$ cat src/rtl/enemy_bullet_ctrl.sv
// Enemy projectile engine: picks a pseudo-random living alien column, spawns a
// bullet under its lowest alien, drops it once per frame and reports paddle hits.
// Also produces the registered per-pixel draw strobe and colour for the mixer.
module enemy_bullet_ctrl #(
  parameter int          HRES               = 1280,
  parameter int          VRES               = 720,
  parameter int          NUM_COLS           = 10,
  parameter int          SPACING_X          = 50,
  parameter int          ENEMY_W            = 32,
  parameter int          BULLET_W           = 4,
  parameter int          BULLET_H           = 16,
  parameter int          EBULLET_SPEED      = 8,
  parameter int          PADDLE_W           = 50,
  parameter int          PADDLE_H           = 20,
  parameter int          COOLDOWN           = 48,
  parameter logic [23:0] ENEMY_BULLET_COLOR = 24'hFF0000
) (
  input  logic                clk,
  input  logic                rst_n,
  input  logic                frame_tick,
  input  logic                game_active,
  input  logic [NUM_COLS-1:0] alive_mask,
  input  logic [10:0]         grid_x,
  output logic [3:0]          fire_col,
  input  logic [9:0]          fire_col_y,
  input  logic [10:0]         paddle_x,
  input  logic [10:0]         hcount,
  input  logic [9:0]          vcount,
  output logic                bullet_active,
  output logic [10:0]         bullet_x,
  output logic [9:0]          bullet_y,
  output logic                player_hit,
  output logic                draw,
  output logic [23:0]         rgb
);

  localparam int CD_W = $clog2(COOLDOWN + 1);

  localparam logic [1:0] S_IDLE   = 2'd0;
  localparam logic [1:0] S_SELECT = 2'd1;
  localparam logic [1:0] S_FLY    = 2'd2;

  logic [1:0]      state_q,    state_d;
  logic [CD_W-1:0] cooldown_q, cooldown_d;
  logic [15:0]     lfsr_q,     lfsr_d;
  logic [3:0]      cand_q,     cand_d;
  logic [3:0]      tries_q,    tries_d;
  logic [10:0]     bx_q,       bx_d;
  logic [9:0]      by_q,       by_d;
  logic            active_q,   active_d;
  logic            hit_q,      hit_d;
  logic            draw_q,     draw_d;

  logic [3:0]  first_cand;
  logic [11:0] spawn_x;
  logic [10:0] new_y;
  logic        hit_now;

  // Fibonacci LFSR (taps 16,14,13,11), shifted toward the MSB every cycle.
  always_comb begin
    lfsr_d = {lfsr_q[14:0], lfsr_q[15] ^ lfsr_q[13] ^ lfsr_q[12] ^ lfsr_q[10]};
  end

  // Datapath helpers: start column, spawn position, next y and paddle overlap.
  always_comb begin
    first_cand = (lfsr_q[3:0] >= 4'(NUM_COLS)) ? lfsr_q[3:0] - 4'(NUM_COLS) : lfsr_q[3:0];
    spawn_x    = {1'b0, grid_x} + 12'(cand_q) * 12'(SPACING_X)
               + 12'((ENEMY_W - BULLET_W) / 2);
    new_y      = {1'b0, by_q} + 11'(EBULLET_SPEED);
    hit_now    = ({1'b0, new_y} + 12'(BULLET_H) >= 12'(VRES - PADDLE_H))
              && (new_y < 11'(VRES))
              && ({1'b0, bx_q} < {1'b0, paddle_x} + 12'(PADDLE_W))
              && ({1'b0, bx_q} + 12'(BULLET_W) > {1'b0, paddle_x});
  end

  // Control FSM: cooldown, column search, flight and termination.
  always_comb begin
    state_d    = state_q;
    cooldown_d = cooldown_q;
    cand_d     = cand_q;
    tries_d    = tries_q;
    bx_d       = bx_q;
    by_d       = by_q;
    active_d   = active_q;
    hit_d      = 1'b0;
    if (!game_active) begin
      state_d    = S_IDLE;
      active_d   = 1'b0;
      cooldown_d = CD_W'(COOLDOWN);
    end else begin
      case (state_q)
        S_IDLE: begin
          if (frame_tick) begin
            if (cooldown_q != '0) begin
              cooldown_d = cooldown_q - 1'b1;
            end else begin
              state_d = S_SELECT;
              cand_d  = first_cand;
              tries_d = '0;
            end
          end
        end
        S_SELECT: begin
          if (alive_mask[cand_q]) begin
            bx_d     = spawn_x[10:0];
            by_d     = fire_col_y;
            active_d = 1'b1;
            state_d  = S_FLY;
          end else if (tries_q == 4'(NUM_COLS - 1)) begin
            state_d    = S_IDLE;
            cooldown_d = CD_W'(COOLDOWN);
          end else begin
            tries_d = tries_q + 1'b1;
            cand_d  = (cand_q == 4'(NUM_COLS - 1)) ? '0 : cand_q + 1'b1;
          end
        end
        S_FLY: begin
          if (frame_tick) begin
            // Hit takes priority over leaving the screen on the same frame.
            if (hit_now) begin
              hit_d      = 1'b1;
              active_d   = 1'b0;
              state_d    = S_IDLE;
              cooldown_d = CD_W'(COOLDOWN);
            end else if (new_y >= 11'(VRES)) begin
              active_d   = 1'b0;
              state_d    = S_IDLE;
              cooldown_d = CD_W'(COOLDOWN);
            end else begin
              by_d = new_y[9:0];
            end
          end
        end
        default: begin
          state_d  = S_IDLE;
          active_d = 1'b0;
        end
      endcase
    end
  end

  // Pixel coverage test against the current bullet rectangle.
  always_comb begin
    draw_d = active_q
          && ({1'b0, hcount} >= {1'b0, bx_q})
          && ({1'b0, hcount} <  {1'b0, bx_q} + 12'(BULLET_W))
          && ({1'b0, vcount} >= {1'b0, by_q})
          && ({1'b0, vcount} <  {1'b0, by_q} + 11'(BULLET_H));
  end

  // State registers with asynchronous active-low reset.
  always_ff @(posedge clk or negedge rst_n) begin
    if (!rst_n) begin
      state_q    <= S_IDLE;
      cooldown_q <= CD_W'(COOLDOWN);
      lfsr_q     <= 16'hACE1;
      cand_q     <= '0;
      tries_q    <= '0;
      bx_q       <= '0;
      by_q       <= '0;
      active_q   <= 1'b0;
      hit_q      <= 1'b0;
      draw_q     <= 1'b0;
    end else begin
      state_q    <= state_d;
      cooldown_q <= cooldown_d;
      lfsr_q     <= lfsr_d;
      cand_q     <= cand_d;
      tries_q    <= tries_d;
      bx_q       <= bx_d;
      by_q       <= by_d;
      active_q   <= active_d;
      hit_q      <= hit_d;
      draw_q     <= draw_d;
    end
  end

  // Output mapping; the column query is only live while searching.
  always_comb begin
    fire_col      = (state_q == S_SELECT) ? cand_q : '0;
    bullet_active = active_q;
    bullet_x      = bx_q;
    bullet_y      = by_q;
    player_hit    = hit_q;
    draw          = draw_q;
    rgb           = draw_q ? ENEMY_BULLET_COLOR : '0;
  end

endmodule

$ cat config.mk
export PLATFORM = sky130hd
export DESIGN_NAME = enemy_bullet_ctrl
export DESIGN_NICKNAME = d
export VERILOG_FILES = /design/src/rtl/enemy_bullet_ctrl.sv
export SDC_FILE = /design/constraint.sdc
export NUM_CORES = 1
export LEC_CHECK = 0
export ABC_AREA = 1
export CORE_AREA = 2 2 104 116
export CTS_BUF_LIST = sky130_fd_sc_hd__clkbuf_8 sky130_fd_sc_hd__clkbuf_16
export DETAILED_ROUTE_END_ITERATION = 8
export DIE_AREA = 0 0 106 118
export PLACE_DENSITY = 0.86
export SLEW_MARGIN = 20
export SYNTH_ARGS = -nofsm -noshare
export SYNTH_HDL_FRONTEND = slang
export SYNTH_SLANG_ARGS = --single-unit
$ cat constraint.sdc
create_clock -name clk -period 3.29 [get_ports clk]
set_input_delay 0.658 -clock clk [delete_from_list [all_inputs] [get_ports clk]]
set_output_delay 0.658 -clock clk [all_outputs]
set_load 0.01 [all_outputs]
Word-level counts from Yosys, hierarchy flattened
Cells that the tools add are included.
{ "totals": {"ram_bits": 0, "rom_bits": 0, "latch_bits": 0, "memories": 0, "output_inout_bits": 52, "reg_bits": 56, "elab_cells": 125, "input_bits": 67} }
{ "classes": {"bitwise_logic": 3, "add_sub_neg": 11, "n_eq_ne": 23, "n_mux": 49, "mul": 1, "shifts": 0, "reduce_logical": 17, "magnitude_cmp": 11, "div_mod_pow": 0} }
{ "ops": {"columns": ["cell", "n"], "rows": [
  ["two-way mux 6 bit", 8],
  ["two-way mux 4 bit", 11],
  ["two-way mux 10 bit", 4],
  ["less-than comparator 11 x 12 -> 1 bit", 2],
  ["two-way mux 24 bit", 1],
  ["inequality test 3 bit (second input constant)", 7],
  ["case mux 10 bit (2 select lines)", 1],
  ["inequality test 2 bit (second input constant)", 9],
  ["case mux 6 bit (3 select lines)", 1],
  ["two-way mux 2 bit", 8],
  ["case mux 4 bit (2 select lines)", 2],
  ["adder 11 x 3 -> 12 bit (second input constant)", 1],
  ["adder 11 x 5 -> 12 bit (second input constant)", 1],
  ["adder 11 x 6 -> 12 bit (second input constant)", 1],
  [">= comparator 12 x 10 -> 1 bit (second input constant)", 1],
  ["> comparator 12 x 11 -> 1 bit", 1],
  ["AND reduction 6 bit", 2],
  ["adder 10 x 4 -> 11 bit (second input constant)", 1],
  ["adder 10 x 5 -> 11 bit (second input constant)", 1],
  ["adder 11 x 10 -> 11 bit", 1],
  ["adder 11 x 4 -> 11 bit (second input constant)", 1],
  [">= comparator 11 x 10 -> 1 bit (second input constant)", 1],
  [">= comparator 11 bit", 1],
  ["less-than comparator 10 x 11 -> 1 bit", 1],
  ["other kinds (26)", 47]
]} }

Depth between registers and ports, before layout
{ "logic_depth": {"depth_word": 10, "ltp_mapped": 20, "mapped_depth_nobuf": 19} }

Least setup slack after synthesis
No wires, ideal clock.
{ "synth_path": {"path_type": "reg-to-reg", "start": "reg cand_q[1]", "end": "reg bx_q[10] (netlist: bullet_x[10])", "n_path_buf": 0, "setup_ps": 131, "period_less_slack_ps": 2938, "t_required_ps": 3159, "path_slack_ps": 352, "path_stages_with_launch": 19, "arrival_time_ps": 2807, "cell_sequence": "dfrtp_1 > inv_1 > ha_1 > inv_1 > ha_1 > inv_1 > fa_1 > inv_1 > a21oi_1 > xnor2_1 > ha_1 > ha_1 > nand2_1 > inv_1 > nand4_1 > o211ai_1 > xor2_1 > nand2_1 > o21ai_0"} }
{ "synth_via": {"elab_chain_cells": 3, "word_cells_on_any_way": 6, "cone_classes": "add/sub (2); mul (1); mux (2); reduce/logical (1)"} }
{ "synth_lines": {"columns": ["element", "line", "source"], "rows": [
  ["start: declaration", "46", "logic [3:0] cand_q, cand_d;"],
  ["start signal: assignment", "168", "cand_q <= cand_d;"],
  ["multiplier 4 x 5 -> 9 bit or binary-select mux 1 bit (select 4 bit) (tied branches)", "67, 104", null],
  ["adder 11 x 10 -> 11 bit or two-way mux 1 bit (tied branches)", "67, 104", null],
  ["adder 11 x 4 -> 11 bit or AND reduction 3 bit (tied branches)", null, null],
  ["end signal: assignment", "159", "bx_q <= '0;"],
  ["end signal: assignment", "170", "bx_q <= bx_d;"],
  ["end: declaration", "48", "logic [10:0] bx_q, bx_d;"]
]} }
Parallel ways exist; a longest one is shown, timed or not. The select of a mux whose other input is x is not followed.
A chain may end at the register's enable or synchronous reset.

Final worst setup path
{ "layout_path": {"start": "reg cand_q[0]", "end": "reg bx_q[10] (netlist: bullet_x[10])"} }
The elaborated chain is that of the path after synthesis.

==> summary.md <==
| Metric | Value |
|---|---|
| Psw | `between 2 and 3 mW` |
| IO Count | `between 100 and 150` |
| Die footprint | `roughly 0.013 mm^2` |
| H-tree Lvls | `2` |
| Max VDD drop | `between 0.0003 and 0.0004 V` |
| Post-Route WL | `12800 um` |
| Maximum clock frequency | `between 0.3 and 0.4 GHz` |
| Placed wire-length estimate | `roughly 10000 um` |
| Final Util | `0.6202` |
| Crit path buf inv count | `4` |
| Post-route ant nets | `0` |
| Relative slew margins | `0.5895` |
| Crit path kind | `reg2reg` |
| Cell variety after synth | `44` |
| Diode count | `0` |
| Pin count of the biggest net entering global routing | `49` |
| Grt ovf | `0` |
| CP endpoint kind | `flop` |
| Post-synthesis cell area | `approximately 0.0057 mm^2` |
| Clock power frac | `0.125` |
| Core region area | `between 0.01 and 0.015 mm^2` |
| Postcts setup bufs | `0` |
| Die Span X | `106 um` |
| WL/cell | `between 10 and 15 um` |
| Final setup margin | `around 0.25 ns` |
| Pre-CTS setup slack | `-0.07085 ns` |
| Initial core utilization | `0.4984` |
| Comb pwr share | `0.652` |
| Detailed Routing Iterations Pass 1 | `5` |
| Root Driver | `clkbuf_16` |
| Most used cell, CP | `inv_1` |
| Worst Max-Slew Pin Slew | `0.6157 ns` |
| CP required | `approximately 3.5 ns` |
| Reg power frac | `0.223` |
| Initial DRC Count | `206` |
| Critical path fanouts, max | `3` |
| Global Route Usage Sum | `0.2100` |
| Status | `finished, final reports clean` |
| Global-route wire length before repair | `between 20000 and 25000 um` |
| Total power | `around 5.5 mW` |
| GPL Wtd Cong | `~0.9` |
| Number of global-route vias before repair | `around 4900` |
| RSZ-0062 raised after global routing | `false` |
| Cell Int Power | `2.906 mW` |
| Most common flop cell mapped by yosys | `dfrtp_1` |
| CTS tree | `done` |
| # clock sinks | `56` |
| Sw frac | `0.4731` |
| Hold buffers post-CTS | `0` |
| CP startpoint kind | `flop` |
| Longest Clk Path Bufs | `2` |
| Crit. Startpoint | `cand_q[0]$_DFFE_PN0P_` |
| Crit-path slowest cell | `dfrtp_1` |
| Area growth from synthesis to layout | `24.45%` |
| Synthesized flop and latch total | `56` |
| Crit-path cells | `ha_1 -> inv_1 -> ha_1 -> inv_1 -> fa_2 -> inv_1 -> a21oi_1 -> xnor2_1 -> ha_1 -> ha_4 -> nand2_1 -> inv_1 -> nand4_1 -> o211ai_1 -> xor2_1 -> nand2_1 -> o21ai_0` |
| Number of CTS-inserted buffers | `5` |
| Row count | `between 40 and 50` |
| Reg2reg setup slack | `roughly 0.25 ns` |
| CTS resizes | `0` |
| Hold slack | `about 0.35 ns` |
| Vias after detailed routing | `~5100` |
| Reg2reg start | `cand_q[0]$_DFFE_PN0P_` |
| Max-slew violation count | `0` |
| Hold Vio Cnt, Final | `0` |
| Final Cycle Share | `0.9228` |
| LEAKAGE | `between 3 and 4 nW` |
| Vias per cell | `5.056` |
| Clock-pin slew on the worst setup and hold paths | `0.07 ns` |
| Ys async rst share | `1.000` |
| Final setup fails | `0` |
| Register area share after synthesis | `0.2502` |
| Number of synthesized flops with an enable pin | `0` |
| Min-delay src | `lfsr_q[8]$_DFF_PN0_` |
| Max Clock Skew | `between 0.01 and 0.015 ns` |
| Skew-Pair Late Insertion Delay | `approximately 0.30 ns` |
| Crit path arrival time | `around 3.3 ns` |
| Commonest non-fill, non-tap cells in the layout | `nand2_1 (152), inv_1 (119), clkdlybuf4s50_1 (101)` |
| Filler cells | `between 1000 and 1500` |
| DRC violations left | `0` |
| Final min period | `approximately 3.0 ns` |
| Layout cells sized above 1 | `0.07764` |
| Net count, final | `~1000` |
| Cells after Synth | `around 760` |
| Syn_area_per_cell | `about 7.5 um^2` |
| Port Buffers | `102` |
| CP top delay family | `adder cells` |
| Max cap viols | `0` |
| Initial antenna violation count | `0` |
| Pwr dens | `784.3 mW/mm^2` |
| Synth warn | `0` |
| Worst hold path type | `reg2reg` |
| Most common cell after layout, fill and taps aside | `nand2_1` |
| Crit path largest cell delay | `0.39 ns` |
| Die H | `118 um` |
==> metrics by stage <==
step           area [um^2]  TNS, ns  cells
2_1_floorplan         5707        0    771
3_3_place_gp          6797  -0.1231   1005
3_5_place_dp          6797  -0.6780   1005
4_1_cts               6990        0   1013
5_1_grt               7032        0   1013
6_report              7032        0   1013
==> kinds of logic (layout without fill, tap and decap cells) <==
family | Yosys count | count (layout) | synth area share
other | 1 | 16 | 0.0006637
flip-flops | 56 | 56 | 0.2502
adder cells (fa/ha/maj) | 99 | 99 | 0.2219
XOR/XNOR | 36 | 36 | 0.05580
AND/OR/NAND/NOR | 293 | 293 | 0.2327
AO/OA/AOI/OAI | 117 | 117 | 0.1182
buffers and inverters | 154 | 246 | 0.1205
==> sequential cells by signal (all words and copies together) (netlist names) <==
name,count
cooldown_q,6
tries_q,4
bullet_x,11
bullet_active,1
cand_q,4
state_q,2
draw,1
bullet_y,10
lfsr_q,16
player_hit,1
==> final timing paths <==
| kind | to | cells after the start |
|---|---|---|
| worst max-delay path | bullet_x[10]$_DFFE_PN0P_ | 17 |
| worst min register to register | lfsr_q[9]$_DFF_PN0_ | 0 |
| min in group asynchronous | tries_q[3]$_DFFE_PN0P_ | 1 |
| max in group asynchronous | lfsr_q[11]$_DFF_PN1_ | 2 |
| worst min-delay path | lfsr_q[9]$_DFF_PN0_ | 0 |
| worst max register to register | bullet_x[10]$_DFFE_PN0P_ | 17 |
==> power by group through the flow <==
stage | combinational [mW] | sequential [mW] | clock [mW]
detailed placement | 3.56 | 1.23 | 0
floorplan | 2.48 | 1.22 | 0
finish | 3.59 | 1.23 | 0.692
global placement | 3.47 | 1.23 | 0
CTS | 3.59 | 1.22 | 0.699
global route | 4.14 | 1.27 | 0.722
==> per-layer routing <==
layer	wire length, um	GRT usage	vias up
li1	-	-	2656
met1	5935	0.2805	2289
met2	5946	0.3524	156
met3	637	0.02658	21
met4	276	0.06579	0
met5	0	0	-
==> cell usage after synthesis (3+ instances only) <==
master | count | share of area
nor4_1 | 3 | 0.0033
buf_2 | 4 | 0.0035
o22ai_1 | 3 | 0.0033
o211ai_1 | 5 | 0.0066
o21ai_2 | 4 | 0.0062
nand2_1 | 152 | 0.10
nand3_1 | 47 | 0.042
nor2_1 | 48 | 0.032
xnor2_1 | 9 | 0.014
o21bai_1 | 3 | 0.0040
nand3_2 | 4 | 0.0071
a31oi_1 | 3 | 0.0033
inv_1 | 119 | 0.079
dfstp_2 | 10 | 0.047
nor2_2 | 4 | 0.0044
nor3_1 | 4 | 0.0035
ha_1 | 97 | 0.21
xor2_1 | 27 | 0.042
dfrtp_1 | 46 | 0.20
a211oi_1 | 3 | 0.0040
nand4_1 | 19 | 0.021
clkbuf_1 | 4 | 0.0027
nand2_2 | 6 | 0.0066
buf_4 | 24 | 0.032
a21oi_1 | 39 | 0.035
o21ai_0 | 47 | 0.042
==> cell type report <==
type | count | area [um^2] | share of cell area
timing repair buffer | 117 | 1131 | 0.1609
clock buffer | 5 | 125.1 | 0.01779
clock inverter | 3 | 68.82 | 0.009786
inverter | 121 | 454.2 | 0.06459
sequential | 56 | 1415 | 0.2012
multi-input combinational | 561 | 3650 | 0.5190
tap | 150 | 187.7 | 0.02669
(Power assumes the default switching activity.)
